===== src/rtl/ocra_grad_pkg.sv =====
// Shared definitions for the OCRA1 gradient playback path: word field layout and
// sequencer state encoding.
package ocra_grad_pkg;

  localparam int unsigned CH_MSB    = 26;
  localparam int unsigned CH_LSB    = 25;
  localparam int unsigned BCAST_BIT = 24;
  localparam int unsigned PAYLOAD_W = 24;

  typedef enum logic [2:0] {
    StIdle,
    StWait,
    StFetch,
    StCapt,
    StHold,
    StDone
  } grad_state_e;

  function automatic logic is_bcast(input logic [31:0] word);
    return word[BCAST_BIT];
  endfunction

  function automatic logic [1:0] word_channel(input logic [31:0] word);
    return word[CH_MSB:CH_LSB];
  endfunction

  function automatic logic [PAYLOAD_W-1:0] word_payload(input logic [31:0] word);
    return word[PAYLOAD_W-1:0];
  endfunction

endpackage


===== src/rtl/grad_bram_seq_if.sv =====
// BRAM read port plus serialiser data/valid/busy handshake of the gradient sequencer.
interface grad_bram_seq_if #(
  parameter int unsigned ADDR_W = 10
);
  logic [ADDR_W-1:0] bram_addr_o;
  logic              bram_en_o;
  logic [31:0]       bram_rdata_i;
  logic [31:0]       data_o;
  logic              valid_o;
  logic              busy_i;

  modport master (
    output bram_addr_o,
    output bram_en_o,
    input  bram_rdata_i,
    output data_o,
    output valid_o,
    input  busy_i
  );

  modport slave (
    input  bram_addr_o,
    input  bram_en_o,
    output bram_rdata_i,
    input  data_o,
    input  valid_o,
    output busy_i
  );
endinterface


===== src/rtl/grad_tick_timer.sv =====
// Free-running update-period counter: one tick every interval_i+1 cycles while run_i is high.
module grad_tick_timer (
  input  logic        clk,
  input  logic        rst,
  input  logic        run_i,
  input  logic        restart_i,
  input  logic [15:0] interval_i,
  output logic        tick_o
);

  logic [15:0] cnt_q;

  // >= rather than == so a period shortened on the fly cannot strand the counter.
  assign tick_o = run_i && (cnt_q >= interval_i);

  always_ff @(posedge clk or posedge rst) begin
    if (rst) begin
      cnt_q <= '0;
    end else if (restart_i) begin
      cnt_q <= '0;
    end else if (run_i) begin
      cnt_q <= (cnt_q >= interval_i) ? '0 : cnt_q + 16'd1;
    end
  end

endmodule


===== src/rtl/grad_bram_seq.sv =====
// Gradient playback sequencer: fetches words from BRAM and strobes them to the SPI serialiser,
// paced by the update period and holding broadcast words until the serialiser is idle.
module grad_bram_seq
  import ocra_grad_pkg::*;
#(
  parameter int unsigned ADDR_W = 10,
  parameter int unsigned GUARD  = 4
) (
  input  logic                clk,
  input  logic                rst,
  input  logic                enable_i,
  input  logic [ADDR_W-1:0]   end_addr_i,
  input  logic [15:0]         interval_i,
  grad_bram_seq_if.master     bus,
  output logic                done_o,
  output logic                underrun_o
);

  localparam int unsigned GuardW = (GUARD < 1) ? 1 : $clog2(GUARD + 1);

  grad_state_e       state_q;
  logic [ADDR_W-1:0] addr_q;
  logic              en_q;
  logic              bram_en_q;
  logic [31:0]       data_q;
  logic [31:0]       hold_q;
  logic              valid_q;
  logic [GuardW-1:0] guard_q;
  logic              done_q;
  logic              underrun_q;
  logic              tick;
  logic              start;
  logic              run;
  logic              last;

  assign start = (state_q == StIdle) && enable_i && !en_q;
  assign run   = (state_q != StIdle) && (state_q != StDone);
  assign last  = (addr_q == end_addr_i);

  // The enable edge launches the first burst itself; the timer restarts in step with it.
  grad_tick_timer u_timer (
    .clk        (clk),
    .rst        (rst),
    .run_i      (run),
    .restart_i  (start),
    .interval_i (interval_i),
    .tick_o     (tick)
  );

  always_ff @(posedge clk or posedge rst) begin
    if (rst) begin
      state_q    <= StIdle;
      addr_q     <= '0;
      en_q       <= 1'b1;  // enable held high across reset is not a fresh edge
      bram_en_q  <= 1'b0;
      data_q     <= '0;
      hold_q     <= '0;
      valid_q    <= 1'b0;
      guard_q    <= '0;
      done_q     <= 1'b0;
      underrun_q <= 1'b0;
    end else begin
      en_q      <= enable_i;
      valid_q   <= 1'b0;
      bram_en_q <= 1'b0;
      if (guard_q != '0) guard_q <= guard_q - 1'b1;
      if (tick && (state_q inside {StFetch, StCapt, StHold})) underrun_q <= 1'b1;

      if (!enable_i && (state_q != StIdle)) begin
        state_q <= StIdle;
        done_q  <= 1'b0;
      end else begin
        unique case (state_q)
          StIdle: begin
            if (start) begin
              state_q    <= StFetch;
              addr_q     <= '0;
              underrun_q <= 1'b0;
              bram_en_q  <= 1'b1;
            end
          end
          StWait: begin
            if (tick) begin
              state_q   <= StFetch;
              bram_en_q <= 1'b1;
            end
          end
          StFetch: state_q <= StCapt;
          StCapt: begin
            if (!is_bcast(bus.bram_rdata_i)) begin
              data_q  <= bus.bram_rdata_i;
              valid_q <= 1'b1;
              if (last) begin
                state_q <= StDone;
                done_q  <= 1'b1;
              end else begin
                addr_q    <= addr_q + 1'b1;
                state_q   <= StFetch;
                bram_en_q <= 1'b1;
              end
            end else begin
              hold_q  <= bus.bram_rdata_i;
              state_q <= StHold;
            end
          end
          StHold: begin
            if (!bus.busy_i && (guard_q == '0)) begin
              data_q  <= hold_q;
              valid_q <= 1'b1;
              guard_q <= GuardW'(GUARD);
              if (last) begin
                state_q <= StDone;
                done_q  <= 1'b1;
              end else begin
                addr_q  <= addr_q + 1'b1;
                state_q <= StWait;
              end
            end
          end
          StDone: ;
          default: state_q <= StIdle;
        endcase
      end
    end
  end

  assign bus.bram_addr_o = addr_q;
  assign bus.bram_en_o   = bram_en_q;
  assign bus.data_o      = data_q;
  assign bus.valid_o     = valid_q;
  assign done_o          = done_q;
  assign underrun_o      = underrun_q;

endmodule


===== src/flat_wrapper.sv =====
// flat-port wrapper written by rule: the top's interface ports become plain ports
module grad_bram_seq_flat import ocra_grad_pkg::*;
#(
  parameter int unsigned ADDR_W = 10,
  parameter int unsigned GUARD  = 4
)
  (clk, rst, enable_i, end_addr_i, interval_i, done_o, underrun_o, bus_bram_addr_o, bus_bram_en_o, bus_bram_rdata_i, bus_data_o, bus_valid_o, bus_busy_i);
  grad_bram_seq_if #(.ADDR_W(ADDR_W)) bus_i ();
  input  logic clk;
  input  logic rst;
  input  logic enable_i;
  input  logic [ADDR_W-1:0] end_addr_i;
  input  logic [15:0] interval_i;
  output logic done_o;
  output logic underrun_o;
  output wire logic [$bits(bus_i.bram_addr_o)-1:0] bus_bram_addr_o;
  output wire logic [$bits(bus_i.bram_en_o)-1:0] bus_bram_en_o;
  input wire logic [$bits(bus_i.bram_rdata_i)-1:0] bus_bram_rdata_i;
  output wire logic [$bits(bus_i.data_o)-1:0] bus_data_o;
  output wire logic [$bits(bus_i.valid_o)-1:0] bus_valid_o;
  input wire logic [$bits(bus_i.busy_i)-1:0] bus_busy_i;
  assign bus_bram_addr_o = bus_i.bram_addr_o;
  assign bus_bram_en_o = bus_i.bram_en_o;
  assign bus_i.bram_rdata_i = bus_bram_rdata_i;
  assign bus_data_o = bus_i.data_o;
  assign bus_valid_o = bus_i.valid_o;
  assign bus_i.busy_i = bus_busy_i;
  grad_bram_seq #(.ADDR_W(ADDR_W), .GUARD(GUARD)) u_core (.clk(clk), .rst(rst), .enable_i(enable_i), .end_addr_i(end_addr_i), .interval_i(interval_i), .bus(bus_i), .done_o(done_o), .underrun_o(underrun_o));
endmodule

===== config.mk =====
export PLATFORM = sky130hd
export DESIGN_NAME = grad_bram_seq_flat
export DESIGN_NICKNAME = d
export VERILOG_FILES = /design/src/rtl/ocra_grad_pkg.sv /design/src/rtl/grad_bram_seq_if.sv /design/src/rtl/grad_tick_timer.sv /design/src/rtl/grad_bram_seq.sv /design/src/flat_wrapper.sv
export SDC_FILE = /design/constraint.sdc
export NUM_CORES = 1
export LEC_CHECK = 0
export CORE_ASPECT_RATIO = 1.25
export CORE_MARGIN = 8
export CORE_UTILIZATION = 40
export CTS_CLUSTER_DIAMETER = 150
export DETAILED_ROUTE_END_ITERATION = 10
export PLACE_DENSITY = 0.67
export SYNTH_ARGS = -nofsm -noshare
export SYNTH_HDL_FRONTEND = slang
export SYNTH_HIERARCHICAL = 1
export SYNTH_SLANG_ARGS = --single-unit

===== constraint.sdc =====
create_clock -name clk -period 8.05 [get_ports clk]
set_clock_uncertainty 0.15 [all_clocks]
set_input_delay 1.61 -clock clk [delete_from_list [all_inputs] [get_ports clk]]
set_output_delay 1.61 -clock clk [all_outputs]
set_load 0.03 [all_outputs]

==> key figures, run 1 <==
Outcome
  – Status: complete, no violations

Yosys
  – Cell variety after synth: 63
  – Synth Instances: 503
  – Syn Nets: 585
  – Share of the synthesized area in the top cell type: 0.4748
  – FFs w/ async S/R, synth: 1.000
  – Yosys reg bits: 101
  – Synth area leader: dfrtp_1
  – Dominant synthesized flop cell: dfrtp_1
  – Avg Inst Size Synth: 10.48 um2
  – Cell Area, Synth: 0.005270 mm2
  – Post-synth EDFFs: 0
  – Seq/Total Area, Yosys: 0.4798
  – Main area contributors after synthesis: dfrtp_1, mux2i_1, mux2_2
  – Synth warn: 6

Power
  – Peak VDD IR: 0.0002030 V
  – Pwr Density: 284.2 mW/mm2
  – Leak: 3.138 nW

Drt
  – DR vias: 4095
  – Routed WL per cell: 16.12 um
  – First-pass detailed-route iteration total: 4
  – Number of remaining DRC errors: 0
  – Vias per cell: 5.263
  – Detail Route Antenna Nets: 0
  – Post-Route WL: 12.54 mm
  – DRC marker count from the first detailed-route iteration: 182

Final layout
  – Layout cells sized above 1: 0.1170
  – Fill count: 1224
  – Layout Nets: 684
  – Reg area: 0.002529 mm2
  – Area Growth Syn to Fin: 28.13%
  – Design area: 0.006753 mm2
  – Final Non-Filler Cells: 778
  – Diodes inserted: 0
  – Multi-input gate area: 0.002524 mm2

STA
  – Final hold vios: 0
  – Worst Tran Pin Value: 1103 ps
  – Slew HR: 0.2648
  – Fmax: 225.3 MHz
  – Final setup TNS: 0 ps
  – Hold Slack: 325.7 ps
  – Final slew viol count: 0
  – RSZ-0062 raised after global routing: false
  – Fin crit share: 0.5513
  – Tmin final: 4438 ps
  – Final setup violation count: 0

Setup path
  – CP arrival: 4540 ps
  – Critical path fanouts, max: 4
  – Startpoint types: primary input
  – Crit. End Element: register
  – Critical path class: in -> reg
  – Crit path required time: 8150 ps

Place
  – HPWL Detailed: 8.878 mm
  – Dpl cell area: 0.006470 mm2
  – Placed instance count: 762
  – Port Buffers: 107
  – RD Place Congestion: 0.8022

CTS
  – CTS tree: built
  – Hold_buf cts: 0
  – Post-CTS setup buffers: 0
  – Clk slew on worst S/H paths: 70 ps
  – Clock buffers created by TritonCTS: 9
  – CTS Root Cell: clkbuf_16
  – CTS max path bufs: 2
  – H-Tree Depth: 3
  – CTS sink cnt: 101
  – Post-CTS resize count: 0
  – Clk Latency, worst-skew pair: 340 ps

Floorplan
  – Die Width: 118.7 um
  – Die Area: 0.01713 mm2
  – # rows: 47
  – Top-Level Pins: 108
  – Die height: 144.3 um
  – Core area: 0.01306 mm2
  – Initial Util: 0.4037

GRT
  – Total GRT Usage: 0.1504
  – GR Overflow Total: 0
  – First-pass GRT wire length: 21.23 mm
  – Initial antenna violation count: 0
  – Largest net degree at the start of global routing: 86
  – Vias in the first global route: 4183

Min path
  – Hold crit path type: reg -> reg

Flow run
  – Max_cap viols: 0
[state kept, by name, summed over array words and instances (netlist names), 3 cells and up]
register	cells
u_core/state_q	3
u_core/bus.data_o	32
u_core/u_timer/cnt_q	16
u_core/guard_q	3
u_core/bus.bram_addr_o	10
u_core/hold_q	32
[power breakdown]
part / internal [W] / switching [W] / total, W
Sequential: 0.000684 / 0.000121 / 0.000804
Clock: 0.000214 / 0.000205 / 0.000420
Combinational: 0.000320 / 0.000375 / 0.000695
[synthesized netlist by cell type (6+ instances only)]
| cell | n |
|---|---|
| a21o_1 | 6 |
| a21oi_1 | 17 |
| and3_1 | 8 |
| clkbuf_1 | 12 |
| dfrtp_1 | 100 |
| ha_1 | 20 |
| inv_1 | 28 |
| mux2_2 | 30 |
| mux2i_1 | 35 |
| nand2_1 | 51 |
| nand2b_1 | 11 |
| nand3_1 | 18 |
| nand4_1 | 7 |
| nor2_1 | 12 |
| nor3_1 | 6 |
| o21ai_0 | 15 |
| o21ai_1 | 31 |
| xor2_1 | 12 |
[final timing paths]
kind	start	to	slack, ps	cells after the start
worst min register to register	u_core/hold_q[24]	u_core/hold_q[24]	330	1
worst max-delay path	interval_i[15]	u_core/state_q[2]	3610	12
worst min-delay path	u_core/hold_q[24]	u_core/hold_q[24]	330	1
max in group asynchronous	rst	u_core/state_q[2]	5230	3
min in group asynchronous	rst	u_core/u_timer/cnt_q[3]	1560	2
worst max register to register	u_core/state_q[0]	u_core/bus.bram_addr_o[2]	4910	7
[worst max-delay path, cell delays in order]
cell and delay [ps]:
clkdlybuf4s50_1 450, inv_1 50, ha_1 320, and4_1 350, nand4_1 150, or4_4 580, a31oi_1 380, nor2b_1 80
a21oi_1 110, or2_2 130, nand4_1 110, o221ai_1 230
[metrics by stage]
stage	worst slack [ps]	total power, W	util
2_1_floorplan	4098	0.001227	-
3_3_place_gp	3431	0.001488	0.4956
3_5_place_dp	3303	0.001514	0.4956
4_1_cts	3646	0.001939	0.5173
5_1_grt	3441	0.002041	0.5173
6_report	3612	0.001919	0.5173
[layout make-up]
cell class | count | area share
flip-flops and latches | 101 | 0.3745
multi-input cells | 351 | 0.3737
repair buffers | 110 | 0.1619
clock buffers | 9 | 0.03335
well taps | 171 | 0.03168
inverters | 29 | 0.01631
clock inverters | 7 | 0.008523
[logic make-up (layout without fill, tap and decap cells)]
group,Yosys count,after routing,share of synthesized area
muxes,67,67,0.1349
and+or+nand+nor,153,153,0.1558
xor gates and xnor gates,13,13,0.02161
adders and majority gates,20,20,0.04748
AOI/OAI and AO/OA,98,98,0.1178
buffers and inverters,51,155,0.04273
DFF,101,101,0.4798
[routing by layer]
metal | GRT usage | wire length, um | vias to the layer above
li1 | - | - | 1996
met1 | 0.1784 | 5454 | 2003
met2 | 0.2551 | 6126 | 85
met3 | 0.04922 | 792 | 11
met4 | 0.04403 | 165 | 0
met5 | 0 | 0 | -
[cell usage in the layout (no fill, tap or decap), types with 6 or more instances in the layout]
| cell type | n |
|---|---|
| a21o_1 | 6 |
| a21oi_1 | 17 |
| and3_1 | 8 |
| clkbuf_16 | 9 |
| clkdlybuf4s50_1 | 107 |
| dfrtp_1 | 100 |
| ha_1 | 20 |
| inv_1 | 27 |
| mux2_2 | 30 |
| mux2i_1 | 35 |
| nand2_1 | 50 |
| nand2b_1 | 11 |
| nand3_1 | 18 |
| nand4_1 | 7 |
| nor2_1 | 12 |
| nor3_1 | 6 |
| o21ai_0 | 15 |
| o21ai_1 | 31 |
| xor2_1 | 12 |
(Power assumes the default switching activity.)
==> inputs of run 2 (changes only) <==
Clock period 8.05 ns to 4.1 ns, I/O delays scaled along.
==> run 2 against run 1 <==
Net effect: global-route usage is 0.17 points higher; cell count is 0.13% higher; highest routed layer unchanged; register-to-register slack lost 3800 ps; power increased by 100%; setup slack worse by 3100 ps; via count is 0.78% higher; routed wire length increased by 0.37%; critical endpoint unchanged; critical path depth unchanged; sequential share of layout area fell by 0.31 points.
==> key figures, run 2 (synthesis gave the netlist of run 1 again) <==
Power
  – Total power: 0.003829 W (was 0.001919 W)
  – Peak VDD IR: 0.0003535 V (was 0.0002030 V)
  – Pwr Density: 562.3 mW/mm2 (was 284.2 mW/mm2)
  – Leak: 3.168 nW (was 3.138 nW)

Place
  – HPWL Detailed: 9.153 mm (was 8.878 mm)
  – Port Buffers: 107 (unchanged)
  – RD Place Congestion: 0.8069 (was 0.8022)
  – Dpl ws: 207.0 ps (was 3303 ps)

Setup path
  – Critical path class: in -> reg (unchanged)
  – CP arrival: 3670 ps (was 4540 ps)
  – Critical path fanouts, max: 4 (unchanged)
  – Crit path required time: 4210 ps (was 8150 ps)
  – Startpoint types: primary input (unchanged)
  – Crit. End Element: register (unchanged)

STA
  – Final setup TNS: 0 ps (unchanged)
  – Fmax: 280.7 MHz
  – Final hold vios: 0 (unchanged)
  – Worst Tran Pin Value: 832.7 ps (was 1103 ps)
  – Final setup violation count: 0 (unchanged)
  – Final slew viol count: 0 (unchanged)
  – Setup ws final: 537.6 ps (was 3612 ps)
  – Tmin final: 3562 ps
  – RSZ-0062 raised after global routing: false (unchanged)
  – Slew HR: 0.4449 (was 0.2648)
  – Fin crit share: 0.8689

Min path
  – Hold crit path type: reg -> reg (unchanged)

Drt
  – Detail Route Antenna Nets: 0 (unchanged)
  – Routed WL per cell: 16.16 um (was 16.12 um)
  – Vias per cell: 5.298 (was 5.263)
  – DRC marker count from the first detailed-route iteration: 232 (was 182)
  – DR vias: 4127 (was 4095)
  – Number of remaining DRC errors: 0 (unchanged)
  – First-pass detailed-route iteration total: 5 (was 4)
  – Post-Route WL: 12.59 mm (was 12.54 mm)

Final layout
  – Diodes inserted: 0 (unchanged)
  – Layout Nets: 685 (was 684)
  – Fill count: 1206 (was 1224)
  – Most frequent cells in the layout: clkdlybuf4s50_1, dfrtp_1, nand2_1, mux2i_1, o21ai_1 (unchanged)
  – Area Growth Syn to Fin: 29.20% (was 28.13%)
  – Post-layout util: 0.5216 (was 0.5173)
  – Layout cells sized above 1: 0.1184 (was 0.1170)
  – Most common cell after layout, fill and taps aside: clkdlybuf4s50_1 (unchanged)

CTS
  – CTS tree: built (unchanged)
  – CTS max path bufs: 2 (unchanged)
  – CTS sink cnt: 101 (unchanged)
  – Post-CTS setup buffers: 0 (unchanged)
  – Clk slew on worst S/H paths: 70 ps (about the same)
  – H-Tree Depth: 3 (unchanged)
  – Hold_buf cts: 0 (unchanged)
  – Post-CTS resize count: 0 (unchanged)
  – Clk Latency, worst-skew pair: 350 ps (was 340 ps)
  – CTS Root Cell: clkbuf_16 (unchanged)
  – Clock buffers created by TritonCTS: 9 (unchanged)

Floorplan
  – Die Width: 118.7 um (unchanged)
  – Initial Util: 0.4037 (unchanged)
  – Die Area: 0.01713 mm2 (unchanged)
  – # rows: 47 (unchanged)
  – Die height: 144.3 um (unchanged)
  – Top-Level Pins: 108 (unchanged)
  – Core area: 0.01306 mm2 (unchanged)

GRT
  – First-pass GRT wire length: 21.38 mm (was 21.23 mm)
  – Largest net degree at the start of global routing: 64 (was 86)
  – Total GRT Usage: 0.1521 (was 0.1504)
  – GR Overflow Total: 0 (unchanged)
  – Vias in the first global route: 4269 (was 4183)
  – Initial antenna violation count: 0 (unchanged)

Flow run
  – Max_cap viols: 0 (unchanged)

Outcome
  – Status: complete, no violations (unchanged)
run 2: cell types whose count changed in the layout (fill, tap and decap cells not counted):
cell / delta
clkinv_4: -1
buf_12: +1
clkinv_2: -1
inv_12: +1
inv_8: +3
clkinv_8: +2
inv_6: -2
clkinvlp_4: -2
run 2: cell type report:
| cell class | count | area [um2] | share of cell area |
|---|---|---|---|
| multi-input combinational | 351 | 2524 | 0.3706 |
| clock inverter | 7 | 93.84 | 0.01378 |
| tap | 171 | 214.0 | 0.03142 |
| sequential | 101 | 2529 | 0.3714 |
| inverter | 29 | 110.1 | 0.01617 |
| timing repair buffer | 111 | 1114 | 0.1635 |
| clock buffer | 9 | 225.2 | 0.03308 |
run 2: power by group:
part | total, W | internal (W) | switching, W
Sequential | 0.00158 | 0.00134 | 0.000236
Clock | 0.000891 | 0.000448 | 0.000443
Combinational | 0.00136 | 0.000628 | 0.000732
run 2: stage by stage:
step	instance area, um2	hold slack [ps]	cells
2_1_floorplan	5270	285.0	503
4_1_cts	6809	327.2	779
3_3_place_gp	6490	301.6	763
3_5_place_dp	6490	308.6	763
6_report	6809	328.2	779
5_1_grt	6809	375.2	779
run 2: worst max-delay path: stages:
cell and delay [ps]:
clkdlybuf4s50_1 450, inv_1 40, ha_1 310, and4_1 330
nand4_1 150, or4_4 580, a31oi_1 360, nor2b_1 90
a21oi_1 110, or2_2 130, nand4_1 110, o221ai_1 200
run 2: metal layers:
layer  GRT usage  share of wire  vias to the layer above
li1            -              -                     1997
met1      0.1821           0.42                     2008
met2      0.2542           0.49                      109
met3     0.04492          0.065                       13
met4     0.05670          0.017                        0
met5           0              0                        -
run 2: path summary, 6_finish.rpt:
kind | start | endpoint | slack, ps | depth (start not counted)
min in group asynchronous | rst | u_core/u_timer/cnt_q[13] | 780 | 2
worst max-delay path | interval_i[15] | u_core/state_q[2] | 540 | 12
worst min-delay path | u_core/hold_q[24] | u_core/hold_q[24] | 330 | 1
max in group asynchronous | rst | u_core/hold_q[2] | 2330 | 3
worst min register to register | u_core/hold_q[24] | u_core/hold_q[24] | 330 | 1
worst max register to register | u_core/u_timer/cnt_q[13] | u_core/state_q[2] | 1070 | 10
